===== src/rtl/sram_rw_master.sv =====
// Drives one SRAM rw port and returns read data in order through a small FIFO; reads respond 2 cycles after fire.
// Requests stall (req_ready=0) once queued plus in-flight reads would fill the FIFO; writes stall by the same rule.
module sram_rw_master #(
    parameter int DATA_WIDTH = 32,
    parameter int ADDR_WIDTH = 10,
    parameter int RESP_DEPTH = 3
) (
    input  logic                  clock,
    input  logic                  resetN,
    input  logic                  req_valid,
    output logic                  req_ready,
    input  logic                  req_write,
    input  logic [ADDR_WIDTH-1:0] req_addr,
    input  logic [DATA_WIDTH-1:0] req_dataIn,
    output logic                  resp_valid,
    input  logic                  resp_ready,
    output logic [DATA_WIDTH-1:0] resp_dataOut,
    output logic                  mem_enable,
    output logic                  mem_write,
    output logic [ADDR_WIDTH-1:0] mem_addr,
    output logic [DATA_WIDTH-1:0] mem_dataIn,
    input  logic [DATA_WIDTH-1:0] mem_dataOut,
    output logic                  busy
);

    localparam int CW = $clog2(RESP_DEPTH + 1);
    localparam int PW = (RESP_DEPTH > 1) ? $clog2(RESP_DEPTH) : 1;

    logic [CW-1:0]         occ_q, occ_d;
    logic                  inflight_q, inflight_d;
    logic [PW-1:0]         wr_ptr_q, wr_ptr_d;
    logic [PW-1:0]         rd_ptr_q, rd_ptr_d;
    logic [DATA_WIDTH-1:0] store_q [RESP_DEPTH];

    logic fire;
    logic push;
    logic pop;

    function automatic logic [PW-1:0] bump(input logic [PW-1:0] p);
        return (p == PW'(RESP_DEPTH - 1)) ? '0 : p + 1'b1;
    endfunction

    // Counting the in-flight read reserves its FIFO slot a cycle ahead of the push.
    assign req_ready    = resetN && (({1'b0, occ_q} + {{CW{1'b0}}, inflight_q}) < (CW+1)'(RESP_DEPTH));
    assign fire         = req_valid && req_ready;
    assign push         = inflight_q;
    assign pop          = resp_valid && resp_ready;

    assign mem_enable   = fire;
    assign mem_write    = fire && req_write;
    assign mem_addr     = req_addr;
    assign mem_dataIn   = req_dataIn;

    assign resp_valid   = (occ_q != '0);
    assign resp_dataOut = store_q[rd_ptr_q];
    assign busy         = inflight_q || (occ_q != '0);

    always_comb begin
        occ_d      = occ_q;
        wr_ptr_d   = wr_ptr_q;
        rd_ptr_d   = rd_ptr_q;
        inflight_d = fire && !req_write;
        if (push) begin
            wr_ptr_d = bump(wr_ptr_q);
        end
        if (pop) begin
            rd_ptr_d = bump(rd_ptr_q);
        end
        case ({push, pop})
            2'b10:   occ_d = occ_q + 1'b1;
            2'b01:   occ_d = occ_q - 1'b1;
            default: occ_d = occ_q;
        endcase
    end

    always_ff @(posedge clock or negedge resetN) begin
        if (!resetN) begin
            occ_q      <= '0;
            inflight_q <= 1'b0;
            wr_ptr_q   <= '0;
            rd_ptr_q   <= '0;
            for (int i = 0; i < RESP_DEPTH; i++) begin
                store_q[i] <= '0;
            end
        end else begin
            occ_q      <= occ_d;
            inflight_q <= inflight_d;
            wr_ptr_q   <= wr_ptr_d;
            rd_ptr_q   <= rd_ptr_d;
            if (push) begin
                store_q[wr_ptr_q] <= mem_dataOut;
            end
        end
    end

`ifndef SYNTHESIS
    push_never_on_full: assert property (@(posedge clock) disable iff (!resetN)
        !(push && !pop && (occ_q == CW'(RESP_DEPTH))));
`endif

endmodule


===== config.mk =====
export PLATFORM = sky130hd
export DESIGN_NAME = sram_rw_master
export DESIGN_NICKNAME = d
export VERILOG_FILES = /design/src/rtl/sram_rw_master.sv
export SDC_FILE = /design/constraint.sdc
export NUM_CORES = 1
export LEC_CHECK = 0
export ABC_AREA = 1
export BUFFER_PORTS_ARGS = -buffer_cell sky130_fd_sc_hd__buf_4
export CORE_MARGIN = 2
export CORE_UTILIZATION = 45
export CTS_CLUSTER_DIAMETER = 40
export CTS_CLUSTER_SIZE = 20
export DETAILED_ROUTE_END_ITERATION = 8
export GPL_ROUTABILITY_DRIVEN = 0
export PLACE_DENSITY_LB_ADDON = 0.08
export SLEW_MARGIN = 0
export SYNTH_ARGS = -nofsm -noshare
export SYNTH_HDL_FRONTEND = slang
export SYNTH_SLANG_ARGS = --single-unit

===== constraint.sdc =====
create_clock -name clock -period 2.6 [get_ports clock]
set_input_delay 0.13 -clock clock [delete_from_list [all_inputs] [get_ports clock]]
set_output_delay 0.13 -clock clock [all_outputs]
set_load 0.02 [all_outputs]

# == After elaboration in Yosys (flattened, before gate mapping) ==
# Index checks and enable logic that the tools add are counted.
# classes
n_addsub,5
order_cmp,4
n_eq_ne,4
n_mux,9
bitwise,2
reduce_logical,10
# op_table
op,n
96-bit bitwise mux,1
32-bit two-way mux,3
32-bit binary-select mux with 2-bit select,1
32-bit demux with 2-bit select,1
"2-bit by 1-bit adder with 2-bit output, second input constant",3
"2-bit equality test, second input constant",3
"3-bit >= comparator, second input constant",2
1-bit logical AND,6
2-bit inverter with 3-bit output,2
2-bit two-way mux,2
2-bit one-hot mux with 2 select lines,1
2-bit nonzero test,2
2-bit by 1-bit adder with 3-bit output,1
"3-bit by 1-bit < comparator with 1-bit output, second input constant",1
"3-bit by 2-bit < comparator with 1-bit output, second input constant",1
"2-bit by 1-bit equality test with 1-bit output, second input constant",1
"2-bit by 1-bit subtractor with 2-bit output, second input constant",1
1-bit zero test,1
1-bit logical OR,1
# word_totals
regBits,103
input_bits,79
out_inout_bits,79
word_cells,41

# == Depth between registers and ports, before layout ==
# depth
depth_word,6
mapped_depth,10
ltp_nobuf,10

# == Least setup slack after synthesis ==
# OpenSTA, ideal clock, no wires.
# synth_timing
kind,reg-to-output
startpoint,register inflight_q
endpoint,output port mem_write
arrival_time_ns,1.407
t_required_ns,2.470
slack_ns,1.063
stages_incl_launch_ff,6
n_path_buf,0
cell_sequence,dfrtp_1 -> ha_1 -> ha_1 -> nand2_1 -> nand4_1 -> nor2_1
# synth_via
elab_chain_cells,5
# synth_rtl
element,line_no,rtl
"start, declared",30,"logic inflight_q, inflight_d;"
"start signal, assigned",87,inflight_q <= inflight_d;
2-bit by 1-bit adder with 3-bit output,44,"assign req_ready = resetN && (({1'b0, occ_q} + {{CW{1'b0}}, inflight_q}) < (CW+1)'(RESP_DEPTH));"
3-bit by 2-bit < comparator with 1-bit output,44,
1-bit logical AND,44,
1-bit logical AND,45,assign fire = req_valid && req_ready;
1-bit logical AND,50,assign mem_write = fire && req_write;
"end, declared",19,"output logic mem_write,"
# Every way passes these cells.

# == Worst setup path in the final report ==
# layout_timing
startpoint,register rd_ptr_q[1]
endpoint,output port resp_dataOut[0]
# layout_via
elab_chain_cells,4
# layout_rtl
element,line_no,rtl
"start, declared",32,"logic [PW-1:0] rd_ptr_q, rd_ptr_d;"
"start signal, assigned",89,rd_ptr_q <= rd_ptr_d;
2-bit inverter with 3-bit output (implied by the code),55,assign resp_dataOut = store_q[rd_ptr_q];
32-bit binary-select mux with 2-bit select,55,
32-bit two-way mux (implied by the code) (2 in series),55,
"end, declared",17,"output logic [DATA_WIDTH-1:0] resp_dataOut,"
# Every way passes these cells. The select of a mux whose other input is x is not followed.

==> results.cfg <==
[clock_tree]
clkLatencyLatePin_ns = 0.38
clock_sinks = 103
ctsResizeCount = 0
cts_setup_buffers = 0
cts.clk_slew.worst_paths_ns = 0.10
h-tree-depth = 3
cts.path.max_buffers = 2
cts_tree = done
numCtsBuffers = 9
cts-hold-fix-buffers = 2
cts_root_buf = clkbuf_8

[sta]
rsz0062_at_grt = no
fin_tns_setup_ns = 0
setup_viol = 0
fin_crit_sh_pct = 78.7
tightest_slew_ns = 0.742
fin_skew_ns = 0.0148
slew_headroom_pct = 50.5
drv_slew = 0
fin_crit_ns = 2.05
fmax_ghz = 0.489
timing.final.hold_violations = 0
hold_ws_ns = 0.0328

[pwr]
internal_power_mw = 4.30
switchingPower_mw = 2.99
power.density_mw_per_mm2 = 1320
switching_share_pct = 41.1
seqPwrFrac_pct = 38.7
vdd_drop_max_mv = 0.745
combPwrFrac_pct = 47.1
p_clk_share_pct = 14.1
power_leakage_nw = 2.87

[yosys]
ys_ff_latch = 103
ys_types = 18
avgSynthCellArea_um2 = 8.77
syn-instance-count = 572
synth_nets = 654
yosysWarnings = 0
ys_seq_area_share_pct = 51.4
syn_area_mm2 = 0.00502

[die]
core_mm2 = 0.0108
initial_core_util_pct = 46.3
die_w_um = 110
dieArea_mm2 = 0.0120
row_count = 38
ioPinCount = 158
die_h_um = 110

[final_layout]
final_cells = 739
most-common-layout-cells = nand2_1, dfrtp_1, buf_4, inv_1, o21ai_2
fin_util_pct = 51.2
syn_to_final_growth_pct = 10.5
drive_above_1_share_pct = 24.7
diodes = 0
n_fill_cell = 1065
nets = 676
final_area_mm2 = 0.00555
final_common_cell = nand2_1

[placement]
placed_cell_area_mm2 = 0.00532
post-place-cells = 721
dp_hpwl_um = 6700
io_buffers = 73

[grt]
grt_pass1_wl_um = 17400
antenna_found_initial = 0
grt_pass1_vias = 3493
grt.overflow.total = 0
grt_max_degree = 65
grt_use_total_pct = 19.0

[job]
drv_cap = 0

[routing]
final_antenna_net_count = 0
firstDrtPassIters = 5
vias_per_cell = 4.89
drc = 0
wl_um = 10600
first_iter_violations = 180
wl_per_cell_um = 14.3
vias = 3614

[critical_path]
critPathCaptureType = output pin
reg2reg_depth = 4
worst_setup_path_endpoint = resp_dataOut[0]
r2r_setup_slack_ns = 0.95
path_class = register to output pin
arrival_ns = 1.92
timing.rr.start = inflight_q$_DFF_PN0_
r2r-end = store_q[62]$_DFFE_PN0P_
critPathRequiredTime_ns = 2.47
setup.worst_path.start = rd_ptr_q[1]$_DFFE_PN0P_
crit_fanout = 25
startpoint_type = register

[worst_hold_path]
hold_start = mem_dataOut[3]
holdCritPathClass = input port to register

[outcome]
status = completed
area by class of cell:
cell class,count,area (um2),share of cell area [%]
multi-input cells,352,1730,31.2
inverters,46,173,3.11
well taps,140,175,3.16
clock buffers,10,138,2.48
repair buffers,82,683,12.3
clock inverters,6,67.6,1.22
flip-flops and latches,103,2580,46.5
stage by stage:
stage          setup WS, ns  total power, mW
2_1_floorplan          1.06             5.13
3_3_place_gp          0.922             6.26
3_5_place_dp          0.936             6.34
4_1_cts               0.503             7.41
5_1_grt               0.432             7.91
6_report              0.555             7.30
sequential cells by signal (all words and copies together), names as in the netlist:
signal	count
rd_ptr_q	2
occ_q	2
wr_ptr_q	2
inflight_q	1
store_q	96
worst min path at each step:
stage / to / slack (ns) / cells past startpoint
after floorplan: inflight_q$_DFF_PN0_ / -0.17 / 0
after global placement: store_q[75]$_DFFE_PN0P_ / 0.23 / 1
after detailed placement: store_q[75]$_DFFE_PN0P_ / 0.23 / 1
after CTS: store_q[35]$_DFFE_PN0P_ / 0.01 / 3
after global routing: store_q[95]$_DFFE_PN0P_ / 0.03 / 3
final: store_q[35]$_DFFE_PN0P_ / 0.03 / 3
routing by layer:
metal  part of all wire, %  track usage [%]
met3                   5.1             4.74
met5                     0                0
met4                   2.8             8.77
met1                    46             24.2
met2                    46             30.6
Yosys cell counts:
library cell,instances,area share [%]
buf_6,12,2.7
inv_2,2,0.15
o21ai_0,20,2.0
nand3_1,35,3.5
nor2_1,2,0.15
xnor2_1,1,0.17
ha_1,3,0.75
nand2_1,205,15
dfrtp_1,103,51
inv_1,44,3.3
nand3_2,2,0.40
buf_2,13,1.3
nand3_4,1,0.35
nor2_2,3,0.37
o21ai_2,44,7.7
o21ai_1,34,3.4
buf_4,46,6.9
nand4_1,2,0.25
cell families (layout without fill, tap and decap cells):
family / count (synthesis) / count (layout) / share of synthesized area (%)
and+or+nand+nor: 250 / 250 / 20.3
AOI/OAI and AO/OA: 98 / 98 / 13.1
adders and majority gates: 3 / 3 / 0.748
DFF: 103 / 103 / 51.4
xor gates and xnor gates: 1 / 1 / 0.175
buffers and inverters: 117 / 144 / 14.3
power by group through the flow:
stage / logic (mW) / clock network (mW) / registers, mW
floorplan: 2.38 / 0 / 2.74
global placement: 3.44 / 0 / 2.83
detailed placement: 3.49 / 0 / 2.85
CTS: 3.50 / 1.08 / 2.82
global route: 3.84 / 1.14 / 2.93
finish: 3.44 / 1.03 / 2.83
worst max-delay path, cell delays in order (launching register included):
cell     delay [ns]
dfrtp_1        0.49
inv_2          0.05
nor2_2         0.40
buf_12         0.25
nand2_1        0.07
nand3_1        0.10
buf_4          0.16
Note: power is estimated with default switching activity, not from simulation.
